[config.mk]
export PLATFORM = sky130hd
export DESIGN_NAME = slice_sequencer_flat
export DESIGN_NICKNAME = d
export VERILOG_FILES = /design/src/rtl/slice_sequencer_if.sv /design/src/rtl/slice_sequencer.sv /design/src/flat_wrapper.sv
export SDC_FILE = /design/constraint.sdc
export NUM_CORES = 1
export LEC_CHECK = 0
export ABC_AREA = 1
export BUFFER_PORTS_ARGS = -buffer_cell sky130_fd_sc_hd__buf_4
export CORE_ASPECT_RATIO = 0.75
export CORE_MARGIN = 2
export CORE_UTILIZATION = 30
export CTS_CLUSTER_SIZE = 30
export DETAILED_ROUTE_END_ITERATION = 10
export GPL_ROUTABILITY_DRIVEN = 0
export GPL_TIMING_DRIVEN = 0
export PLACE_DENSITY = 0.51
export REMOVE_ABC_BUFFERS = 1
export SETUP_SLACK_MARGIN = 0.1
export SYNTH_ARGS = -nofsm -noshare
export SYNTH_HDL_FRONTEND = slang
export SYNTH_SLANG_ARGS = --single-unit
[constraint.sdc]
create_clock -name clk -period 1.35 [get_ports clk]
set_clock_uncertainty 0.1 [all_clocks]
set_input_delay 0.0675 -clock clk [delete_from_list [all_inputs] [get_ports clk]]
set_output_delay 0.0675 -clock clk [all_outputs]
set_load 0.005 [all_outputs]
[src/rtl/slice_sequencer_if.sv]
// slice_sequencer_if
//   Handshake bundle for the slice sequencer: an upstream word channel
//   (in_valid / in_ready / data_in) and a downstream slice channel
//   (out_valid / out_ready / data_out / slice_index / last).
//   slave  : the sequencer itself.
//   master : the environment that feeds words and consumes slices.
interface slice_sequencer_if #(
    parameter int INPUT_DATA_WIDTH = 32,
    parameter int SLICE_WIDTH      = 8
);
    localparam int N     = INPUT_DATA_WIDTH / SLICE_WIDTH;
    localparam int IDX_W = (N > 1) ? $clog2(N) : 1;

    logic                        in_valid;
    logic                        in_ready;
    logic [INPUT_DATA_WIDTH-1:0] data_in;
    logic                        out_valid;
    logic                        out_ready;
    logic [SLICE_WIDTH-1:0]      data_out;
    logic [IDX_W-1:0]            slice_index;
    logic                        last;

    modport slave (
        input  in_valid, data_in, out_ready,
        output in_ready, out_valid, data_out, slice_index, last
    );

    modport master (
        output in_valid, data_in, out_ready,
        input  in_ready, out_valid, data_out, slice_index, last
    );
endinterface

[src/rtl/slice_sequencer.sv]
// slice_sequencer
//   Accepts a word of INPUT_DATA_WIDTH bits and emits it as N slices of
//   SLICE_WIDTH bits, MSB slice first (MSB_FIRST=1) or LSB slice first.
//   A new word may be accepted on the same edge that the final slice of the
//   previous word is taken, so back-to-back words stream without a bubble.
// Ports
//   clk   : clock, rising edge
//   rst   : asynchronous active-high reset
//   flush : synchronous abort of the word in progress (highest priority)
//   busy  : high whenever the FSM is not in IDLE
//   s     : handshake bundle (slave side)
//
//   state | meaning
//   ------+------------------------------------------
//   IDLE  | no word held, out_valid low
//   EMIT  | word held, slice slice_index on data_out
module slice_sequencer #(
    parameter int INPUT_DATA_WIDTH = 32,
    parameter int SLICE_WIDTH      = 8,
    parameter bit MSB_FIRST        = 1'b1
) (
    input  logic                  clk,
    input  logic                  rst,
    input  logic                  flush,
    output logic                  busy,
    slice_sequencer_if.slave      s
);
    localparam int N     = INPUT_DATA_WIDTH / SLICE_WIDTH;
    localparam int IDX_W = (N > 1) ? $clog2(N) : 1;

    if ((INPUT_DATA_WIDTH % SLICE_WIDTH) != 0 || N < 2) begin : g_bad_params
        $error("slice_sequencer: INPUT_DATA_WIDTH must be a multiple (>=2x) of SLICE_WIDTH");
    end

    typedef enum logic {IDLE, EMIT} state_t;

    state_t                      state_q, state_nxt;
    logic [INPUT_DATA_WIDTH-1:0] hold_q, hold_nxt;
    logic [SLICE_WIDTH-1:0]      dout_q, dout_nxt;
    logic [IDX_W-1:0]            idx_q, idx_nxt;
    logic                        valid_q, valid_nxt;

    logic last_w;
    logic in_fire;
    logic out_fire;

    function automatic logic [SLICE_WIDTH-1:0] slice_of(
        input logic [INPUT_DATA_WIDTH-1:0] w,
        input logic [IDX_W-1:0]            k
    );
        if (MSB_FIRST)
            return w[INPUT_DATA_WIDTH-1-int'(k)*SLICE_WIDTH -: SLICE_WIDTH];
        else
            return w[int'(k)*SLICE_WIDTH +: SLICE_WIDTH];
    endfunction

    assign last_w   = valid_q && (idx_q == IDX_W'(N-1));
    assign out_fire = valid_q && s.out_ready;
    // rst gates in_ready so nothing is offered while the block is held in reset.
    assign s.in_ready = !rst && !flush && ((state_q == IDLE) || (out_fire && last_w));
    assign in_fire  = s.in_valid && s.in_ready;

    assign s.out_valid   = valid_q;
    assign s.data_out    = dout_q;
    assign s.slice_index = idx_q;
    assign s.last        = last_w;
    assign busy          = (state_q != IDLE);

    always_ff @(posedge clk or posedge rst) begin
        if (rst) begin
            state_q <= IDLE;
            hold_q  <= '0;
            dout_q  <= '0;
            idx_q   <= '0;
            valid_q <= 1'b0;
        end else begin
            state_q <= state_nxt;
            hold_q  <= hold_nxt;
            dout_q  <= dout_nxt;
            idx_q   <= idx_nxt;
            valid_q <= valid_nxt;
        end
    end

    always_comb begin
        state_nxt = state_q;
        hold_nxt  = hold_q;
        dout_nxt  = dout_q;
        idx_nxt   = idx_q;
        valid_nxt = valid_q;
        if (flush) begin
            state_nxt = IDLE;
            valid_nxt = 1'b0;
            idx_nxt   = '0;
        end else if (in_fire) begin
            // Covers both a fresh start from IDLE and the seamless hand-over
            // when the last slice of the previous word leaves on this edge.
            state_nxt = EMIT;
            hold_nxt  = s.data_in;
            dout_nxt  = slice_of(s.data_in, '0);
            idx_nxt   = '0;
            valid_nxt = 1'b1;
        end else if (out_fire) begin
            if (last_w) begin
                state_nxt = IDLE;
                valid_nxt = 1'b0;
                idx_nxt   = '0;
            end else begin
                idx_nxt  = idx_q + IDX_W'(1);
                dout_nxt = slice_of(hold_q, idx_q + IDX_W'(1));
            end
        end
    end
endmodule

[src/flat_wrapper.sv]
// flat-port wrapper written by rule: the top's interface ports become plain ports
module slice_sequencer_flat 
#(
    parameter int INPUT_DATA_WIDTH = 32,
    parameter int SLICE_WIDTH      = 8,
    parameter bit MSB_FIRST        = 1'b1
)
  (clk, rst, flush, busy, s_in_valid, s_data_in, s_out_ready, s_in_ready, s_out_valid, s_data_out, s_slice_index, s_last);
  slice_sequencer_if #(.INPUT_DATA_WIDTH(INPUT_DATA_WIDTH), .SLICE_WIDTH(SLICE_WIDTH)) s_i ();
  input  logic clk;
  input  logic rst;
  input  logic flush;
  output logic busy;
  input wire logic [$bits(s_i.in_valid)-1:0] s_in_valid;
  input wire logic [$bits(s_i.data_in)-1:0] s_data_in;
  input wire logic [$bits(s_i.out_ready)-1:0] s_out_ready;
  output wire logic [$bits(s_i.in_ready)-1:0] s_in_ready;
  output wire logic [$bits(s_i.out_valid)-1:0] s_out_valid;
  output wire logic [$bits(s_i.data_out)-1:0] s_data_out;
  output wire logic [$bits(s_i.slice_index)-1:0] s_slice_index;
  output wire logic [$bits(s_i.last)-1:0] s_last;
  assign s_i.in_valid = s_in_valid;
  assign s_i.data_in = s_data_in;
  assign s_i.out_ready = s_out_ready;
  assign s_in_ready = s_i.in_ready;
  assign s_out_valid = s_i.out_valid;
  assign s_data_out = s_i.data_out;
  assign s_slice_index = s_i.slice_index;
  assign s_last = s_i.last;
  slice_sequencer #(.INPUT_DATA_WIDTH(INPUT_DATA_WIDTH), .SLICE_WIDTH(SLICE_WIDTH), .MSB_FIRST(MSB_FIRST)) u_core (.clk(clk), .rst(rst), .flush(flush), .busy(busy), .s(s_i));
endmodule
==> run metrics <==
post-layout minimum cycle time approximately 1.6 ns; flops & latches, synth 43; type of destination of the critical path primary output; start point of the worst min-delay path s_in_valid; setup repair after global routing missed its margin yes; detailed-route wire length per cell 14.0 µm; GRT overflow 0; Worst Path Required ~1.2 ns; Power Dens Cells around 1100 nW/µm²; startpoint of the lowest-slack register-to-register path u_core.s.slice_index[0]$_DFFE_PP0P_; Core Area 6700 µm²; most common cell in the netlist sky130_fd_sc_hd__nand2_1; clock tree from TritonCTS yes; worst slack on hold paths between 0.07 and 0.08 ns; failing checks negative setup slack; total leakage power ~1.7 nW; Syn Inst Count 260; clock transition at the registers of the reported paths 0.09 ns; Area growth syn-to-layout 68.2%; initial detailed-routing violation count 63; CTS Root Cell sky130_fd_sc_hd__clkbuf_8; worst hold stages 3; total clock buffers created by CTS 5; worst voltage drop across the vdd grid around 500 µV; period utilization 116%; final core utilization 51.5%; vias a little over 2,000; crit-path max FO 6; category of the worst setup path launch point flop; total wirelength of the detailed-routed design around 6.3 mm; top cell types by occurrence after synthesis 77 x sky130_fd_sc_hd__nand2_1, 43 x sky130_fd_sc_hd__dfrtp_1, 34 x sky130_fd_sc_hd__inv_1; crit path DAT 1.40 ns; Async SR Flop Fraction 100%; number of cell rows 26; area share of the leading cell type in the synthesized netlist about 52%; mean post-synth cell area between 7 and 8 µm²; tightest slew margin relative to the limit between 30% and 40%; reg-to-reg critical path endpoint u_core.s.data_out[1]$_DFFE_PP0P_; initial standard-cell utilization of the core between 30% and 40%; r2r setup slk -0.21 ns; Yosys warning total 0; Yosys top cell by area sky130_fd_sc_hd__dfrtp_1; proportion of synthesized chip area in sequential cells 52.5%; I/O pin cnt approximately 50; layout cells sized above 1 between 30% and 40%; WS Path Type reg2out; Post-synth EDFFs 0; final worst-path setup slack -0.213 ns; Post-DP HPWL around 3.3 mm; initial antenna violation count 0; class of the tightest hold or removal check in2reg; via count of the first global-routing pass about 2,000; floorplan die width between 90 and 100 µm; number of antenna diodes 0; clk sinks between 40 and 50; Port Buffers 50; final-report hold violation count 0; global router's overall resource usage 17.2%; main area contributors after synthesis sky130_fd_sc_hd__dfrtp_1 52%, sky130_fd_sc_hd__nand2_1 14%, sky130_fd_sc_hd__inv_1 6.2%; DRC viols 0; height of the die ~76 µm; first-pass GRT wire length 9.92 mm; worst reg-to-reg path cell count 8; number of max-slew violations in the final report 0; level count of the clock H-tree 2; Vias/cell 4.56; end point of the worst hold path u_core.hold_q[28]$_DFFE_PP0P_; most used flip-flop cell after synthesis sky130_fd_sc_hd__dfrtp_1; result of the run finished with violations; total die area between 7000 and 8000 µm²; Achievable Freq 640 MHz; clock network latency to the later pin of the worst-skew pair roughly 0.31 ns; maximum clock insertion buffer count 2; mapped cell area about 2100 µm²; maximum number of pins on one net before global-route repair 25; Max-Cap Viols 0; Yosys cell types 18; Final Setup Violations between 40 and 50; remaining number of nets flagged by the antenna check after routing 0; Nets between 400 and 500; drt first pass iters 4; pin slew with the least headroom to its limit 0.919 ns
[per-layer routing]
layer / share of wire, % / wire length [µm] / track usage [%] / vias up
li1: - / - / - / 1024
met1: 50 / 3130 / 23.5 / 969
met2: 45 / 2830 / 29.1 / 46
met3: 3.9 / 248 / 3.67 / 10
met4: 1.2 / 76 / 3.20 / 0
met5: 0 / 0 / 0 / -
[repair_timing]
item / CTS / global route
hold buffers: 35 / 0
gates cloned: 5 / 0
resized for setup: 56 / 44
pin swaps: 24 / 19
endpoints found under the hold margin: 58 / 0
setup endpoints to repair: 46 / 46
buffers inserted: 17 / 2
[registers in the layout (all words and copies together) (netlist names)]
name,flops
u_core.hold_q,32
u_core.s.data_out,8
u_core.s.slice_index,2
u_core.busy,1
[cells by family (layout without fill, tap and decap cells)]
kind of cell	Yosys count	in the layout	synth area share (%)
AND/OR/NAND/NOR	126	131	25.3
buffers and inverters	48	148	11.3
flip-flops	43	43	52.5
AO/OA/AOI/OAI	42	42	10.3
adder cells (fa/ha/maj)	1	1	0.610
[stage by stage]
step | setup TNS [ns] | std cells | area, µm² | setup slack, ns | power [mW]
3_3_place_gp | -70.99 | 382 | 2440 | -1.40 | 2.42
4_1_cts | -5.55 | 447 | 3280 | -0.191 | 3.65
3_5_place_dp | -49.02 | 383 | 2460 | -1.41 | 2.44
5_1_grt | -9.11 | 449 | 3450 | -0.304 | 3.95
2_1_floorplan | -23.88 | 248 | 1960 | -0.739 | 2.09
6_report | -6.37 | 449 | 3450 | -0.213 | 3.73
[worst max-delay path: stages (launching register included)]
cell and delay (ns):
sky130_fd_sc_hd__dfrtp_4 0.50, sky130_fd_sc_hd__ha_4 0.19, sky130_fd_sc_hd__nand2_4 0.08, sky130_fd_sc_hd__nand2_8 0.09, sky130_fd_sc_hd__nand2_8 0.08, sky130_fd_sc_hd__inv_8 0.04, sky130_fd_sc_hd__buf_6 0.10
[layout make-up]
type	count	area [µm²]
clock inverters	1	30.0
multi-input cells	174	1060
fillers	635	3250
repair buffers	105	946
flip-flops and latches	43	1080
well taps	84	105
clock buffers	6	72.6
inverters	36	159
[worst max-delay path by stage]
stage                                              startpoint                               end  slack [ns]  cells after the start
after global routing      u_core.s.slice_index[0]$_DFFE_PP0P_  u_core.s.data_out[3]$_DFFE_PP0P_       -0.30                      8
final                     u_core.s.slice_index[0]$_DFFE_PP0P_                        s_in_ready       -0.21                      6
after global placement    u_core.s.slice_index[0]$_DFFE_PP0P_  u_core.s.data_out[1]$_DFFE_PP0P_       -1.40                      8
after detailed placement  u_core.s.slice_index[0]$_DFFE_PP0P_  u_core.s.data_out[2]$_DFFE_PP0P_       -1.41                      8
after floorplan           u_core.s.slice_index[0]$_DFFE_PP0P_  u_core.s.data_out[0]$_DFFE_PP0P_       -0.74                      8
after CTS                 u_core.s.slice_index[0]$_DFFE_PP0P_  u_core.s.data_out[3]$_DFFE_PP0P_       -0.19                      8
[placed cells by master (no fill, tap or decap), drive strengths merged]
master       instances
ha                   1
nand2               79
a21oi                9
dfrtp               43
inv                 35
clkinvlp             1
buf                 70
o21ai               32
nor2                26
clkbuf               6
dlygate4sd3         35
o22ai                1
bufinv               1
nand3               26
[where the power goes]
group	internal (mW)	switching (mW)
logic	0.529	0.501
registers	1.55	0.157
clock network	0.543	0.456
total	2.62	1.11
Power figures use the tool's default switching activity.
